[config.mk]
export PLATFORM = sky130hd
export DESIGN_NAME = gemv_tile_sequencer_flat
export DESIGN_NICKNAME = d
export VERILOG_FILES = /design/src/rtl/gemv_tile_sequencer_if.sv /design/src/rtl/gemv_tile_sequencer.sv /design/src/flat_wrapper.sv
export SDC_FILE = /design/constraint.sdc
export NUM_CORES = 1
export LEC_CHECK = 0
export ABC_AREA = 1
export CAP_MARGIN = 25
export CELL_PAD_IN_SITES_DETAIL_PLACEMENT = 1
export CELL_PAD_IN_SITES_GLOBAL_PLACEMENT = 1
export CORE_MARGIN = 10
export CORE_UTILIZATION = 37
export CTS_CLUSTER_DIAMETER = 40
export CTS_CLUSTER_SIZE = 20
export DETAILED_ROUTE_END_ITERATION = 10
export PLACE_DENSITY_LB_ADDON = 0.05
export SLEW_MARGIN = 30
export SYNTH_ARGS = -nofsm -noshare
export SYNTH_HDL_FRONTEND = slang
export SYNTH_SLANG_ARGS = --single-unit
[constraint.sdc]
create_clock -name clk -period 11.55 [get_ports clk]
set_input_delay 1.155 -clock clk [delete_from_list [all_inputs] [get_ports clk]]
set_output_delay 1.155 -clock clk [all_outputs]
set_load 0.05 [all_outputs]
[src/rtl/gemv_tile_sequencer_if.sv]
// Read-port and control bundle of the GEMV tile sequencer.
// master drives commands and consume returns; slave is the sequencer.
interface gemv_tile_sequencer_if #(
  parameter int DIM_W = 16
);
  logic               start;
  logic               abort;
  logic [DIM_W-1:0]   num_rows;
  logic [DIM_W-1:0]   num_cols;
  logic [4:0]         vec_buf_id;
  logic [4:0]         mat_buf_id;
  logic               tile_consume;
  logic               rd_en;
  logic [4:0]         vec_read_buffer_id;
  logic [4:0]         mat_read_buffer_id;
  logic [DIM_W-1:0]   vec_tile_idx;
  logic [2*DIM_W-1:0] mat_tile_idx;
  logic               out_valid;
  logic [DIM_W-1:0]   out_row_idx;
  logic               out_row_last;
  logic               out_last;
  logic               busy;
  logic               done;

  modport master (
    output start, abort, num_rows, num_cols,
    output vec_buf_id, mat_buf_id, tile_consume,
    input  rd_en, vec_read_buffer_id, mat_read_buffer_id,
    input  vec_tile_idx, mat_tile_idx, out_valid,
    input  out_row_idx, out_row_last, out_last,
    input  busy, done
  );

  modport slave (
    input  start, abort, num_rows, num_cols,
    input  vec_buf_id, mat_buf_id, tile_consume,
    output rd_en, vec_read_buffer_id, mat_read_buffer_id,
    output vec_tile_idx, mat_tile_idx, out_valid,
    output out_row_idx, out_row_last, out_last,
    output busy, done
  );
endinterface

[src/rtl/gemv_tile_sequencer.sv]
// Issues paired vector/matrix tile reads for one GEMV pass,
// credit-throttled, with row/last tags aligned to read latency.
module gemv_tile_sequencer #(
  parameter int DATA_WIDTH   = 8,
  parameter int TILE_ELEMS   = 32,
  parameter int READ_LATENCY = 2,
  parameter int CREDITS      = 4,
  parameter int DIM_W        = 16
) (
  input  logic                 clk,
  input  logic                 reset_n,
  gemv_tile_sequencer_if.slave sif
);
  localparam int CW = $clog2(CREDITS + 1);
  localparam int MW = 2 * DIM_W;
  localparam logic [DIM_W-1:0] TILE_N = DIM_W'(TILE_ELEMS);
  localparam logic [CW-1:0] CRED_N = CW'(CREDITS);

  if (DATA_WIDTH < 1 || TILE_ELEMS < 1 ||
      READ_LATENCY < 1 || CREDITS < 1) begin : g_bad_param
    $error("gemv_tile_sequencer: bad parameter");
  end

  typedef enum logic [1:0] {
    S_IDLE,
    S_ISSUE,
    S_DRAIN
  } state_t;

  typedef struct packed {
    logic             v;
    logic [DIM_W-1:0] row;
    logic             row_last;
    logic             last;
  } tag_t;

  state_t           r_state;
  state_t           w_state_nxt;
  logic [DIM_W-1:0] r_tpr;
  logic [MW-1:0]    r_total;
  logic [DIM_W-1:0] r_nxt_col;
  logic [DIM_W-1:0] r_nxt_row;
  logic [MW-1:0]    r_nxt_mat;
  logic [CW-1:0]    r_cnt;
  logic             r_rd_en;
  logic [DIM_W-1:0] r_vec_idx;
  logic [MW-1:0]    r_mat_idx;
  logic [DIM_W-1:0] r_row;
  logic             r_row_last;
  logic             r_last;
  logic [4:0]       r_vec_id;
  logic [4:0]       r_mat_id;
  logic             r_busy;
  logic             r_done;
  tag_t             r_pipe [READ_LATENCY];

  logic             w_dims_ok;
  logic             w_start_idle;
  logic             w_start_ok;
  logic             w_start_nil;
  logic             w_consume;
  logic [CW-1:0]    w_cnt_nxt;
  logic [DIM_W-1:0] w_tpr_in;
  logic [MW-1:0]    w_total_in;
  logic [DIM_W-1:0] w_tpr;
  logic [MW-1:0]    w_total;
  logic [DIM_W-1:0] w_col;
  logic [DIM_W-1:0] w_row;
  logic [MW-1:0]    w_mat;
  logic             w_row_last;
  logic             w_last;
  logic             w_issue;
  logic             w_done;
  logic             w_pipe_idle;

  assign w_tpr_in = sif.num_cols / TILE_N
                  + DIM_W'(sif.num_cols % TILE_N != '0);
  assign w_total_in = MW'(sif.num_rows) * MW'(w_tpr_in);

  assign w_dims_ok    = |sif.num_rows && |sif.num_cols;
  assign w_start_idle = r_state == S_IDLE && sif.start
                      && !sif.abort;
  assign w_start_ok   = w_start_idle && w_dims_ok;
  assign w_start_nil  = w_start_idle && !w_dims_ok;

  // A consume with nothing outstanding is dropped
  assign w_consume = sif.tile_consume && r_cnt != '0;
  assign w_cnt_nxt = r_cnt + CW'(r_rd_en) - CW'(w_consume);

  // The first issue of a pass uses the freshly sampled sizes
  assign w_tpr   = w_start_ok ? w_tpr_in   : r_tpr;
  assign w_total = w_start_ok ? w_total_in : r_total;
  assign w_col   = w_start_ok ? '0 : r_nxt_col;
  assign w_row   = w_start_ok ? '0 : r_nxt_row;
  assign w_mat   = w_start_ok ? '0 : r_nxt_mat;

  assign w_row_last = w_col == w_tpr - DIM_W'(1);
  assign w_last     = w_mat == w_total - MW'(1);

  always_comb begin
    w_pipe_idle = !r_rd_en;
    for (int i = 0; i < READ_LATENCY - 1; i++) begin
      if (r_pipe[i].v) w_pipe_idle = 1'b0;
    end
  end

  always_ff @(posedge clk or negedge reset_n) begin
    if (!reset_n) r_state <= S_IDLE;
    else          r_state <= w_state_nxt;
  end

  always_comb begin
    w_state_nxt = r_state;
    w_issue     = 1'b0;
    w_done      = w_start_nil;
    unique case (r_state)
      S_IDLE: begin
        if (w_start_ok) begin
          w_state_nxt = S_ISSUE;
          w_issue     = w_cnt_nxt < CRED_N;
        end
      end
      S_ISSUE: begin
        w_issue = r_nxt_mat != r_total
                && w_cnt_nxt < CRED_N;
        if (r_rd_en && r_last) w_state_nxt = S_DRAIN;
      end
      S_DRAIN: begin
        if (w_cnt_nxt == '0 && w_pipe_idle) begin
          w_state_nxt = S_IDLE;
          w_done      = 1'b1;
        end
      end
      default: w_state_nxt = S_IDLE;
    endcase
    if (sif.abort) begin
      w_state_nxt = S_IDLE;
      w_issue     = 1'b0;
      w_done      = 1'b0;
    end
  end

  always_ff @(posedge clk or negedge reset_n) begin
    if (!reset_n) begin
      r_tpr      <= '0;
      r_total    <= '0;
      r_nxt_col  <= '0;
      r_nxt_row  <= '0;
      r_nxt_mat  <= '0;
      r_cnt      <= '0;
      r_rd_en    <= 1'b0;
      r_vec_idx  <= '0;
      r_mat_idx  <= '0;
      r_row      <= '0;
      r_row_last <= 1'b0;
      r_last     <= 1'b0;
      r_vec_id   <= '0;
      r_mat_id   <= '0;
      r_busy     <= 1'b0;
      r_done     <= 1'b0;
    end else begin
      r_rd_en <= w_issue;
      r_busy  <= w_state_nxt != S_IDLE;
      r_done  <= w_done;
      r_cnt   <= sif.abort ? '0 : w_cnt_nxt;
      if (w_start_idle) begin
        r_vec_id <= sif.vec_buf_id;
        r_mat_id <= sif.mat_buf_id;
      end
      if (w_start_ok) begin
        r_tpr   <= w_tpr_in;
        r_total <= w_total_in;
      end
      if (w_issue) begin
        r_vec_idx  <= w_col;
        r_mat_idx  <= w_mat;
        r_row      <= w_row;
        r_row_last <= w_row_last;
        r_last     <= w_last;
        r_nxt_col  <= w_row_last ? '0 : w_col + DIM_W'(1);
        r_nxt_row  <= w_row + DIM_W'(w_row_last);
        r_nxt_mat  <= w_mat + MW'(1);
      end
    end
  end

  // Tags ride alongside the buffer read so they surface with the data
  always_ff @(posedge clk or negedge reset_n) begin
    if (!reset_n) begin
      for (int i = 0; i < READ_LATENCY; i++) r_pipe[i] <= '0;
    end else if (sif.abort) begin
      for (int i = 0; i < READ_LATENCY; i++) r_pipe[i] <= '0;
    end else begin
      r_pipe[0] <= r_rd_en
                 ? {1'b1, r_row, r_row_last, r_last}
                 : '0;
      for (int i = 1; i < READ_LATENCY; i++) begin
        r_pipe[i] <= r_pipe[i-1];
      end
    end
  end

  assign sif.rd_en              = r_rd_en;
  assign sif.vec_read_buffer_id = r_vec_id;
  assign sif.mat_read_buffer_id = r_mat_id;
  assign sif.vec_tile_idx       = r_vec_idx;
  assign sif.mat_tile_idx       = r_mat_idx;
  assign sif.out_valid          = r_pipe[READ_LATENCY-1].v;
  assign sif.out_row_idx        = r_pipe[READ_LATENCY-1].row;
  assign sif.out_row_last       = r_pipe[READ_LATENCY-1].row_last;
  assign sif.out_last           = r_pipe[READ_LATENCY-1].last;
  assign sif.busy               = r_busy;
  assign sif.done               = r_done;
endmodule

[src/flat_wrapper.sv]
// flat-port wrapper written by rule: the top's interface ports become plain ports
module gemv_tile_sequencer_flat 
#(
  parameter int DATA_WIDTH   = 8,
  parameter int TILE_ELEMS   = 32,
  parameter int READ_LATENCY = 2,
  parameter int CREDITS      = 4,
  parameter int DIM_W        = 16
)
  (clk, reset_n, sif_start, sif_abort, sif_num_rows, sif_num_cols, sif_vec_buf_id, sif_mat_buf_id, sif_tile_consume, sif_rd_en, sif_vec_read_buffer_id, sif_mat_read_buffer_id, sif_vec_tile_idx, sif_mat_tile_idx, sif_out_valid, sif_out_row_idx, sif_out_row_last, sif_out_last, sif_busy, sif_done);
  gemv_tile_sequencer_if #(.DIM_W(DIM_W)) sif_i ();
  input  logic clk;
  input  logic reset_n;
  input wire logic [$bits(sif_i.start)-1:0] sif_start;
  input wire logic [$bits(sif_i.abort)-1:0] sif_abort;
  input wire logic [$bits(sif_i.num_rows)-1:0] sif_num_rows;
  input wire logic [$bits(sif_i.num_cols)-1:0] sif_num_cols;
  input wire logic [$bits(sif_i.vec_buf_id)-1:0] sif_vec_buf_id;
  input wire logic [$bits(sif_i.mat_buf_id)-1:0] sif_mat_buf_id;
  input wire logic [$bits(sif_i.tile_consume)-1:0] sif_tile_consume;
  output wire logic [$bits(sif_i.rd_en)-1:0] sif_rd_en;
  output wire logic [$bits(sif_i.vec_read_buffer_id)-1:0] sif_vec_read_buffer_id;
  output wire logic [$bits(sif_i.mat_read_buffer_id)-1:0] sif_mat_read_buffer_id;
  output wire logic [$bits(sif_i.vec_tile_idx)-1:0] sif_vec_tile_idx;
  output wire logic [$bits(sif_i.mat_tile_idx)-1:0] sif_mat_tile_idx;
  output wire logic [$bits(sif_i.out_valid)-1:0] sif_out_valid;
  output wire logic [$bits(sif_i.out_row_idx)-1:0] sif_out_row_idx;
  output wire logic [$bits(sif_i.out_row_last)-1:0] sif_out_row_last;
  output wire logic [$bits(sif_i.out_last)-1:0] sif_out_last;
  output wire logic [$bits(sif_i.busy)-1:0] sif_busy;
  output wire logic [$bits(sif_i.done)-1:0] sif_done;
  assign sif_i.start = sif_start;
  assign sif_i.abort = sif_abort;
  assign sif_i.num_rows = sif_num_rows;
  assign sif_i.num_cols = sif_num_cols;
  assign sif_i.vec_buf_id = sif_vec_buf_id;
  assign sif_i.mat_buf_id = sif_mat_buf_id;
  assign sif_i.tile_consume = sif_tile_consume;
  assign sif_rd_en = sif_i.rd_en;
  assign sif_vec_read_buffer_id = sif_i.vec_read_buffer_id;
  assign sif_mat_read_buffer_id = sif_i.mat_read_buffer_id;
  assign sif_vec_tile_idx = sif_i.vec_tile_idx;
  assign sif_mat_tile_idx = sif_i.mat_tile_idx;
  assign sif_out_valid = sif_i.out_valid;
  assign sif_out_row_idx = sif_i.out_row_idx;
  assign sif_out_row_last = sif_i.out_row_last;
  assign sif_out_last = sif_i.out_last;
  assign sif_busy = sif_i.busy;
  assign sif_done = sif_i.done;
  gemv_tile_sequencer #(.DATA_WIDTH(DATA_WIDTH), .TILE_ELEMS(TILE_ELEMS), .READ_LATENCY(READ_LATENCY), .CREDITS(CREDITS), .DIM_W(DIM_W)) u_core (.clk(clk), .reset_n(reset_n), .sif(sif_i));
endmodule
==> results.toml <==
[die]
die_w_um = 256
initial_core_util_pct = 37.4
row_count = 86
core_sq_um = 55100
die_h_um = 256
io_pins = 127
die-area_sq_um = 65500

[setup_path]
rr_endpoint = "u_core.r_nxt_row[14]"
crit_type = "input pin to register"
cp-end-kind = "register"
arrival_ns = 9.59
start_kind = "input pin"
slowest_delay_ns = 0.66
cp_max_fo = 14
r2r-start = "u_core.r_state[0]"
cpMostUsedCell = "nand2_1"
r2r_setup_slack_ns = 6.03
cp_slowest_cell = "xor2_1"
reg2reg_depth = 24
required_ns = 12.03

[clock_network]
post_cts_resized = 0
clockBufferDepth = 3
insertion_delay_ns = 0.60
cts_max_level = 2
cts_num_sinks = 234
post_cts_buffers = 0
cts_buffers = 47
tritoncts = "built"
ctsRootBufferMaster = "clkbuf_16"
clk_pin_slew_ns = 0.05
ctsHoldBuffers = 0

[sta]
layout_min_cycle_time_ns = 9.11
setup_viol = 0
slew_violations = 0
finalCritPeriodShare_pct = 78.9
final-hold-violation-count = 0
max_clock_freq_ghz = 0.110
tightestPinTransition_ns = 0.884
fin_skew_ns = 0.0598
rsz0062_at_grt = "no"
slew_headroom_pct = 41.1
setup_tns_ns = 0

[hold_path]
min_path_type = "register to register"
hold_path_end = "u_core.sif.out_row_last"
hold_start = "u_core.r_pipe[20]"
min_path_cells = 2

[synth]
mappedNetlistArea_sq_um = 20600
synth.ff_latch_count = 234
yosysWarnings = 0
seq_area_frac_synth_pct = 28.5
avgSynthCellArea_sq_um = 7.18
synth_edf_count = 0
synth.net_count = 3136
syn_inst = 2865
synth_ff_type = "dfrtp_1"
ys_types = 54
synth-async-reset-ratio_pct = 100

[routing]
routed_wl_um = 63500
initialDrtViolationCount = 839
via_per_inst = 4.87
avgRoutedWirePerCell_um = 17.0
drt_first_pass_iters = 5
post-route-drc-count = 0
num_vias = 18200
antenna_left = 0

[final_layout]
final_cells = 3736
syn_to_final_growth_pct = 15.9
n_antenna_cell = 0
drive_gt1_share_pct = 6.63
nNetsFinal = 3223

[power]
powerDensity_nw_per_um2 = 239
p_leak_nw = 12.3
peakVddDrop_mv = 0.148

[place]
gp_congestion = 0.871
dp.cells = 3651
hpwl_um = 50400
port-buffer-count = 126

[global_route]
overflow = 0
grt_pass1_vias = 19700
grt_max_degree = 78
track_usage_pct = 19.8
antenna_found_initial = 0
grt_pass1_wl_um = 106000

[run_status]
status = "complete, no violations"

[flow_run]
maxCapViolCount = 0
layout make-up:
type | instances | area, sq um
Fill cell | 6924 | 31200
Multi-Input combinational cell | 2018 | 12200
Sequential cell | 234 | 5860
Inverter | 513 | 1930
Timing Repair Buffer | 138 | 1360
Clock buffer | 58 | 1280
Tap cell | 748 | 936
Clock inverter | 27 | 328
cells in the final DEF, fill, tap and decap left out, types with 7 or more instances in the layout:
master	netlist	routed
nor2_1	287	287
clkdlybuf4s50_1	0	125
nand2_2	19	20
nand3_2	13	13
nor2_4	9	9
inv_1	503	503
dfrtp_1	234	234
o21ai_0	85	85
clkbuf_16	0	47
inv_2	7	7
nand4_1	47	47
buf_4	24	12
xnor2_1	43	43
nand3b_1	12	12
clkinvlp_4	0	9
a21oi_1	27	26
xor2_1	53	53
nand2_1	951	950
or2_2	13	13
ha_1	82	82
nor3_1	13	13
nor2_2	20	20
nand3_1	143	143
fa_1	142	142
o21ai_1	8	8
state kept, by name, indices dropped and copies added (netlist names), 2 cells and up:
register,cells
u_core.sif.vec_read_buffer_id,5
u_core.sif.mat_tile_idx,32
u_core.sif.out_row_idx,16
u_core.r_nxt_row,16
u_core.r_total,32
u_core.r_cnt,3
u_core.r_row,16
u_core.r_nxt_col,16
u_core.sif.mat_read_buffer_id,5
u_core.r_tpr,16
u_core.r_nxt_mat,32
u_core.r_pipe,19
u_core.sif.vec_tile_idx,16
u_core.r_state,2
cell families (layout without fill, tap and decap cells):
| logic type | after synthesis | count (layout) | synth area share, % |
|---|---|---|---|
| simple gates | 1553 | 1553 | 32.2 |
| xor+xnor | 98 | 98 | 4.27 |
| buf+inv | 613 | 736 | 12.5 |
| fa+ha+maj | 224 | 224 | 18.8 |
| flops | 234 | 234 | 28.5 |
| compound gates | 143 | 143 | 3.82 |
how the worst max path moves through the flow:
| stage | slack, ns | startpoint | depth (start not counted) | endpoint |
|---|---|---|---|---|
| 2_1_floorplan | 4.04 | sif_num_cols[1] | 45 | u_core.r_last |
| 3_3_place_gp | 1.94 | sif_num_cols[1] | 39 | u_core.r_last |
| 3_5_place_dp | 1.90 | sif_num_cols[1] | 39 | u_core.r_last |
| 4_1_cts | 2.45 | sif_num_cols[1] | 39 | u_core.r_last |
| 5_1_grt | 1.74 | sif_num_cols[1] | 39 | u_core.r_last |
| 6_report | 2.44 | sif_num_cols[1] | 39 | u_core.r_last |
where the power goes:
group | switching [W] | internal, W
Sequential | 0.0000879 | 0.000919
Clock | 0.000485 | 0.000881
Combinational | 0.00225 | 0.00107
Yosys cell counts (all sizes together) (15+ instances only):
cell	n	area [sq um]
nand2	971	3700
inv	511	1920
nor2	316	1300
dfrtp	234	5860
nand3	157	863
fa	142	2840
o21ai	99	526
ha	82	1030
xor2	54	480
buf	52	458
nand4	50	332
clkbuf	48	180
xnor2	43	377
a21oi	27	135
nor3	20	141
or2	15	93.8
critical path, delay by kind of cell:
| family | cells | cell delay (ns) |
|---|---|---|
| xor gates and xnor gates | 1 | 0.66 |
| adders and majority gates | 7 | 3.15 |
| buffers and inverters | 5 | 1.10 |
| and+or+nand+nor | 26 | 3.51 |
layer usage:
layer,vias to the layer above,share of wire (%),track usage (%)
li1,8795,-,-
met1,9107,46,25.7
met2,217,49,34.3
met3,59,3.2,2.67
met4,0,1.7,4.63
met5,-,0,0
metrics by stage:
stage | util (%) | worst slack [ns] | hold WS (ns) | power, W | cell area [sq um]
after floorplan | - | 4.04 | 0.434 | 0.00345 | 20600
after global placement | 40.4 | 1.94 | 0.438 | 0.00433 | 22200
after detailed placement | 40.4 | 1.90 | 0.448 | 0.00439 | 22200
after CTS | 43.3 | 2.45 | 0.461 | 0.00580 | 23900
after global routing | 43.3 | 1.74 | 0.479 | 0.00636 | 23900
final | 43.3 | 2.44 | 0.455 | 0.00570 | 23900
(Power assumes the default switching activity.)
